--- src/rtl/sysid_read_arbiter.sv ---
// Round-robin arbiter sharing one system-ID read slave between NUM_REQ masters.
// One read in flight; every transaction walks IDLE -> ISSUE -> [WAIT] -> RESP -> IDLE.
module sysid_read_arbiter #(
  parameter int unsigned NUM_REQ      = 4,
  parameter int unsigned DATA_W       = 32,
  parameter int unsigned READ_LATENCY = 0
) (
  input  logic               clock,
  input  logic               reset,
  input  logic [NUM_REQ-1:0] req_read,
  input  logic [NUM_REQ-1:0] req_address,
  output logic [NUM_REQ-1:0] req_waitrequest,
  output logic [DATA_W-1:0]  req_readdata,
  output logic               sysid_read,
  output logic               sysid_address,
  input  logic [DATA_W-1:0]  sysid_readdata,
  output logic               busy
);

  localparam int unsigned GW = (NUM_REQ > 1) ? $clog2(NUM_REQ) : 1;
  localparam int unsigned CW = 4;

  typedef enum logic [1:0] {
    S_IDLE  = 2'd0,
    S_ISSUE = 2'd1,
    S_WAIT  = 2'd2,
    S_RESP  = 2'd3
  } state_t;

  state_t            r_state;
  logic [GW-1:0]     r_grant;
  logic [GW-1:0]     r_last_grant;
  logic [CW-1:0]     r_cnt;
  logic              r_sysid_read;
  logic              r_sysid_address;
  logic [DATA_W-1:0] r_readdata;
  logic              r_busy;

  logic              w_found;
  logic [GW-1:0]     w_sel;
  logic [GW-1:0]     w_idx;

  // First requester found searching upward from last_grant+1, wrapping modulo NUM_REQ.
  always_comb begin
    w_found = 1'b0;
    w_sel   = '0;
    w_idx   = '0;
    for (int unsigned s = 1; s <= NUM_REQ; s++) begin
      w_idx = GW'((32'(r_last_grant) + s) % NUM_REQ);
      if (!w_found && req_read[w_idx]) begin
        w_found = 1'b1;
        w_sel   = w_idx;
      end
    end
  end

  // Only the granted requester, and only in RESP, is released.
  always_comb begin
    req_waitrequest = '0;
    for (int unsigned i = 0; i < NUM_REQ; i++) begin
      req_waitrequest[i] = req_read[i] & ~((r_state == S_RESP) && (r_grant == GW'(i)));
    end
  end

  always_ff @(posedge clock or posedge reset) begin
    if (reset) begin
      r_state         <= S_IDLE;
      r_grant         <= '0;
      r_last_grant    <= GW'(NUM_REQ - 1);
      r_cnt           <= '0;
      r_sysid_read    <= 1'b0;
      r_sysid_address <= 1'b0;
      r_readdata      <= '0;
      r_busy          <= 1'b0;
    end else begin
      case (r_state)
        S_IDLE: begin
          if (w_found) begin
            r_grant         <= w_sel;
            r_sysid_address <= req_address[w_sel];
            r_sysid_read    <= 1'b1;
            r_busy          <= 1'b1;
            r_state         <= S_ISSUE;
          end
        end
        S_ISSUE: begin
          r_sysid_read <= 1'b0;
          if (READ_LATENCY == 0) begin
            r_readdata <= sysid_readdata;
            r_state    <= S_RESP;
          end else begin
            r_cnt   <= CW'(READ_LATENCY);
            r_state <= S_WAIT;
          end
        end
        S_WAIT: begin
          r_cnt <= r_cnt - CW'(1);
          if (r_cnt == CW'(1)) begin
            r_readdata <= sysid_readdata;
            r_state    <= S_RESP;
          end
        end
        S_RESP: begin
          // Advances even if the requester abandoned its read.
          r_last_grant <= r_grant;
          r_busy       <= 1'b0;
          r_state      <= S_IDLE;
        end
        default: r_state <= S_IDLE;
      endcase
    end
  end

  assign req_readdata  = r_readdata;
  assign sysid_read    = r_sysid_read;
  assign sysid_address = r_sysid_address;
  assign busy          = r_busy;

endmodule

--- config.mk ---
export PLATFORM = sky130hd
export DESIGN_NAME = sysid_read_arbiter
export DESIGN_NICKNAME = d
export VERILOG_FILES = /design/src/rtl/sysid_read_arbiter.sv
export SDC_FILE = /design/constraint.sdc
export NUM_CORES = 1
export LEC_CHECK = 0
export BUFFER_PORTS_ARGS = -buffer_cell sky130_fd_sc_hd__buf_4
export CAP_MARGIN = 20
export CELL_PAD_IN_SITES_DETAIL_PLACEMENT = 1
export CELL_PAD_IN_SITES_GLOBAL_PLACEMENT = 1
export CORE_MARGIN = 5
export CORE_UTILIZATION = 41
export CTS_BUF_LIST = sky130_fd_sc_hd__clkbuf_8
export DETAILED_ROUTE_END_ITERATION = 8
export PLACE_DENSITY = 0.92
export SETUP_SLACK_MARGIN = 0.1
export SLEW_MARGIN = 15
export SYNTH_ARGS = -nofsm -noshare
export SYNTH_HDL_FRONTEND = slang
export SYNTH_SLANG_ARGS = --single-unit
--- constraint.sdc ---
create_clock -name clock -period 5.5 [get_ports clock]
set_input_delay 0.825 -clock clock [delete_from_list [all_inputs] [get_ports clock]]
set_output_delay 0.825 -clock clock [all_outputs]
set_load 0.05 [all_outputs]
# Yosys cells after proc, flatten, opt, wreduce, memory -nomap -nowiden
# Index checks and enable logic that the tools add are counted.
[totals]
inputBits = 42
elab_cells = 81
reg_bits = 45
output_inout_bits = 39
[op_classes]
magnitude_cmp = 5
bitwise_logic = 8
addsub = 5
n_mux = 26
eq_ne = 9
n_reduce_logical = 20
[op_table]
columns = ["op", "n"]
rows = [
  ["32-bit one-hot mux with 2 select lines", 1],
  ["32-bit two-way mux", 1],
  ["2-bit by 3-bit < comparator with 1-bit output, second input constant", 5],
  ["2-bit two-way mux", 6],
  ["1-bit binary-select mux with 2-bit select", 5],
  ["1-bit two-way mux", 10],
  ["2-bit AND reduction", 5],
  ["2-bit equality test, second input constant", 4],
  ["2-bit one-hot mux with 4 select lines", 1],
  ["1-bit logical AND", 7],
  ["2-bit nonzero test", 3],
  ["2-bit by 1-bit adder with 2-bit output, second input constant", 2],
  ["2-bit adder, second input constant", 2],
  ["1-bit AND", 4],
  ["2-bit by 1-bit equality test with 1-bit output, second input constant", 2],
  ["4-bit by 1-bit equality test with 1-bit output, second input constant", 1],
  ["2-bit zero test", 2],
  ["2-bit inequality test, second input constant", 2],
  ["1-bit inverter", 4],
  ["1-bit one-hot mux with 2 select lines", 2],
  ["4-bit by 1-bit subtractor with 4-bit output, second input constant", 1],
  ["1-bit zero test", 3],
]

# Depth between registers and ports, before layout
[logic_depth]
ltp_word = 15
mapped_depth = 7
depth_no_buf = 6

# Least setup slack after synthesis
# OpenSTA, ideal clock, no wires.
[synth_path]
kind = "input to output"
startpoint = "input req_read[0]"
endpoint = "output req_waitrequest[0]"
arrival_time_ps = 1262
n_path_buf = 0
setup_slack_ps = 3413
required_ps = 4675
cell_stages = 1
path_cell_list = "o31a_1"
[synth_between]
elab_chain_len = 1
[synth_rtl]
columns = ["element", "line_no", "source"]
rows = [
  ["from (decl)", "10", "input logic [NUM_REQ-1:0] req_read,"],
  ["1-bit AND", "61", "req_waitrequest[i] = req_read[i] & ~((r_state == S_RESP) && (r_grant == GW'(i)));"],
  ["to (decl)", "12", "output logic [NUM_REQ-1:0] req_waitrequest,"],
]
# Every way passes these cells.

# Worst setup path after layout
[layout_path]
startpoint = "register r_state[0]"
endpoint = "output req_waitrequest[0]"
[layout_between]
elab_chain_len = 4
[layout_rtl]
columns = ["element", "line_no", "source"]
rows = [
  ["from (decl)", "30", "state_t r_state;"],
  ["from (signal assigned)", "67", "r_state <= S_IDLE;"],
  ["from (signal assigned)", "83", "r_state <= S_ISSUE;"],
  ["from (signal assigned)", "90", "r_state <= S_RESP;"],
  ["2-bit equality test", "61", ""],
  ["1-bit logical AND", "61", ""],
  ["1-bit inverter", "61", ""],
  ["1-bit AND", "61", ""],
]
# Every way passes these cells.

==> impl.org <==
** Outcome
- The run finished with clean final reports.

** Cells and area
- The final layout contains 283 nets.
- The number of antenna diodes in the final layout is 0.
- In the final layout, the share of cells above drive strength 1 is 54.89%.
- Compared with the post-synthesis result, the final layout area differs by 39.24%.
- Fill cells in the final layout number 493.

** Logic synthesis
- Count of state elements after synthesis :: 45
- Portion of the post-synthesis area used by sequential elements :: 56.09%
- The Yosys step of the flow raised 0 warnings.
- In this run the cell area of the synthesized design comes to 2012 sq um.
- Gate count of the mapped netlist :: 150
- Cell taking the most area after synthesis :: sky130_fd_sc_hd__dfrtp_1
- Synth area leaders :: sky130_fd_sc_hd__dfrtp_1 (53%), sky130_fd_sc_hd__mux2_2 (18%), sky130_fd_sc_hd__ha_1 (4.4%)
- Among all flip-flop cells after synthesis, the most frequent one is sky130_fd_sc_hd__dfrtp_1.
- When the netlist entered floorplanning its net count stood at just under 200.
- After synthesis, the largest area contributor takes up 53.48% of total cell area.
- Synth Area per Inst :: 13.41 sq um
- Commonest cells post-synth :: sky130_fd_sc_hd__dfrtp_1 (43), sky130_fd_sc_hd__mux2_2 (33), sky130_fd_sc_hd__inv_1 (9), sky130_fd_sc_hd__nand2_1 (9), sky130_fd_sc_hd__ha_1 (7)
- Among all cell types in the netlist, the one instantiated most often is sky130_fd_sc_hd__dfrtp_1.
- After synthesis, the share of flip-flops with an asynchronous set or reset is 100.0%.
- Count of flip-flops with a built-in enable after synthesis :: 0
- Post-synth cell types :: 32

** Floorplanning
- Starting density of the core :: 42.32%
- Die Span X :: 80.05 microns
- Area inside the core boundary :: 4755 sq um
- Site Rows :: 25
- Vertical die dimension :: approximately 80 microns
- Die ar. :: 6408 sq um
- 81 I/O pins were placed.

** Setup path
- RR Endpoint :: req_readdata[5]
- Cell depth of the worst flop-to-flop path :: 5
- Endpoint required time on the critical path :: between 4000 and 5000 ps
- The worst register-to-register path has a setup slack of ~3100 ps.
- Cell family with the largest share of critical-path delay :: flip-flops
- For this run, the slowest stage of the critical path takes 420 ps.
- Of all nets on the critical path, the largest fanout is 6.
- Element type at the critical path start :: flip-flop
- Worst Setup End Kind :: output port
- Data arrives at the worst endpoint at 1540 ps.
- The worst setup path is of the flip-flop to output port kind.
- The worst register-to-register path begins at r_state[0].
- Master of the slowest instance on the critical path :: sky130_fd_sc_hd__dfrtp_1
- WP buf/inv :: 2
- The signal on the critical path passes through ha_1, inv_1, o31a_1, buf_4.

** Global route
- Global routing usage summed across all routing layers :: 17.19%
- Maximum number of pins on one net before global-route repair :: 46
- Number of antenna violations at the first check in global routing :: 0
- Wire length of the first global-routing pass :: 8.459 mm
- The via count of the first global-routing pass was 1635.
- Overflow after GRT :: 0

** Drt
- The routed layout has 1460 vias.
- Vias per std cell :: 4.834
- After detailed routing, the number of remaining DRC violations is 0.
- In this run the remaining antenna-violating nets after routing total 0.
- DRT Wirelength :: around 5.1 mm
- First-pass detailed-route iteration total :: 4
- Number of violations reported at the end of detailed-routing iteration 0 :: 42
- Routed length per instance :: ~17 microns

** CTS
- Maximum buffer depth of the clock tree :: 2
- The H-tree was split into 2 levels.
- Buffers inserted during clock tree synthesis total 5.
- Reg clk slew, reported paths :: 90 ps
- Sinks on Clock Net :: between 40 and 50
- The number of hold buffers added after CTS was 0.
- In this run, post-CTS repair resized a total of 0 instances.
- In this run the post-CTS setup repair buffer count came out at 0.
- CTS tree :: done
- At the later pin of the worst-skew pair, clock insertion delay measures 290 ps.
- Clock tree synthesis selected as its root buffer the cell sky130_fd_sc_hd__clkbuf_8.

** STA
- The final max-slew violation count is 0.
- Based on the critical path, the design can be clocked at up to 423.6 MHz.
- RSZ-0062 raised after global routing :: false
- The routed design could run at a clock period as short as 2361 ps.
- For the pin with the worst max-slew slack, the measured transition is 1021 ps.
- Headroom to the max-slew limit :: about a third
- Setup total negative slack :: 0 ps
- Number of endpoints with negative hold slack in the final report :: 0
- Hold timing on the final database bottoms out at a slack of 477.9 ps.
- Setup violations remaining at the end of the flow were counted as 0.
- Final worst path period share :: between 40% and 50%
- On the final layout, the worst clock skew is 8.489 ps.

** Pwr
- The worst-case IR drop observed on VDD is 0.2834 mV.
- Power density over cell area :: ~750 nW/um^2
- Pleak :: 1.333 nW

** Place
- After legalization and detailed placement, the total HPWL measured 3.945 mm.
- Global placement routability congestion :: between 0.7 and 0.8
- Buffers placed on the I/O ports in this run total 80.

** Hold path
- Counting instances, the worst hold path has a depth of 1.
- For hold timing, the worst endpoint is r_cnt[3].
- Type of the tightest min-delay check :: flip-flop to flip-flop
- The startpoint identified for the worst hold timing path is r_cnt[3].

** Flow run
- Max-cap violations in this run came to 0.
-- cell families (layout without fill, tap and decap cells) --
family,Yosys count,in the layout,synth area share (%)
flops,45,45,56.09
mux,35,35,19.47
simple gates,26,26,7.463
compound gates,21,21,8.271
buf+inv,13,98,3.047
fa+ha+maj,7,7,4.353
xor+xnor,3,3,1.306
-- final cells by class --
type                            count  area [sq um]  share of cell area, %
Clock inverter                      2         33.78                  1.206
Sequential cell                    45          1129                  40.29
Inverter                            9         33.78                  1.206
Multi-Input combinational cell     92         830.8                  29.66
Timing Repair Buffer               81         608.1                  21.71
Clock buffer                        6         82.58                  2.948
Tap cell                           67         83.83                  2.992
-- power breakdown --
part           switching (W)  internal (W)  leakage (nW)
logic               0.000778      0.000453         0.747
registers           0.000115      0.000510         0.524
clock network       0.000109      0.000146        0.0626
total                0.00100       0.00111          1.33
-- per-stage QoR --
| stage | cell area [sq um] | util [%] | power, W | std cells | worst slack, ps |
|---|---|---|---|---|---|
| 4_1_cts | 2801 | 58.92 | 0.002133 | 302 | 3111 |
| 5_1_grt | 2801 | 58.92 | 0.002234 | 302 | 2969 |
| 3_5_place_dp | 2685 | 56.47 | 0.001873 | 294 | 3119 |
| 6_report | 2801 | 58.92 | 0.002111 | 302 | 3139 |
| 3_3_place_gp | 2685 | 56.47 | 0.001821 | 294 | 3189 |
| 2_1_floorplan | 2012 | - | 0.001509 | 150 | 3413 |
-- metal layers --
layer	GRT usage (%)	share of wire (%)	up-vias
met3	5.157	8.7	5
met1	22.27	44	703
met2	28.23	47	66
met5	0	0	-
met4	4.054	0.96	0
li1	-	-	686
-- layout by cell type (no fill, tap or decap), types with 3 or more instances in the layout --
master	Yosys	layout
sky130_fd_sc_hd__inv_1	9	9
sky130_fd_sc_hd__nand2_1	9	9
sky130_fd_sc_hd__nor2_1	5	5
sky130_fd_sc_hd__clkbuf_8	0	6
sky130_fd_sc_hd__a21oi_1	3	3
sky130_fd_sc_hd__mux2_2	33	33
sky130_fd_sc_hd__dfrtp_1	43	43
sky130_fd_sc_hd__o21a_1	3	3
sky130_fd_sc_hd__buf_4	3	81
sky130_fd_sc_hd__nand2b_1	4	4
sky130_fd_sc_hd__ha_1	7	7
sky130_fd_sc_hd__o31a_1	3	3
sky130_fd_sc_hd__o21ai_0	4	4
-- sequential cells by signal, indices dropped and copies added, names as in the netlist --
register,flops
req_readdata,32
sysid_read,1
r_grant,2
busy,1
r_state,2
r_last_grant,2
r_cnt,4
sysid_address,1
-- how the worst max path moves through the flow --
stage	from	slack, ps	cells after the start	end
2_1_floorplan	req_read[0]	3410	1	req_waitrequest[0]
3_3_place_gp	r_state[0]	3190	5	req_readdata[2]
3_5_place_dp	r_state[0]	3120	5	req_readdata[12]
4_1_cts	r_state[0]	3110	4	req_waitrequest[0]
5_1_grt	r_state[0]	2970	5	req_readdata[5]
6_report	r_state[0]	3140	4	req_waitrequest[0]
No activity file was read; power rests on OpenSTA's default activity.
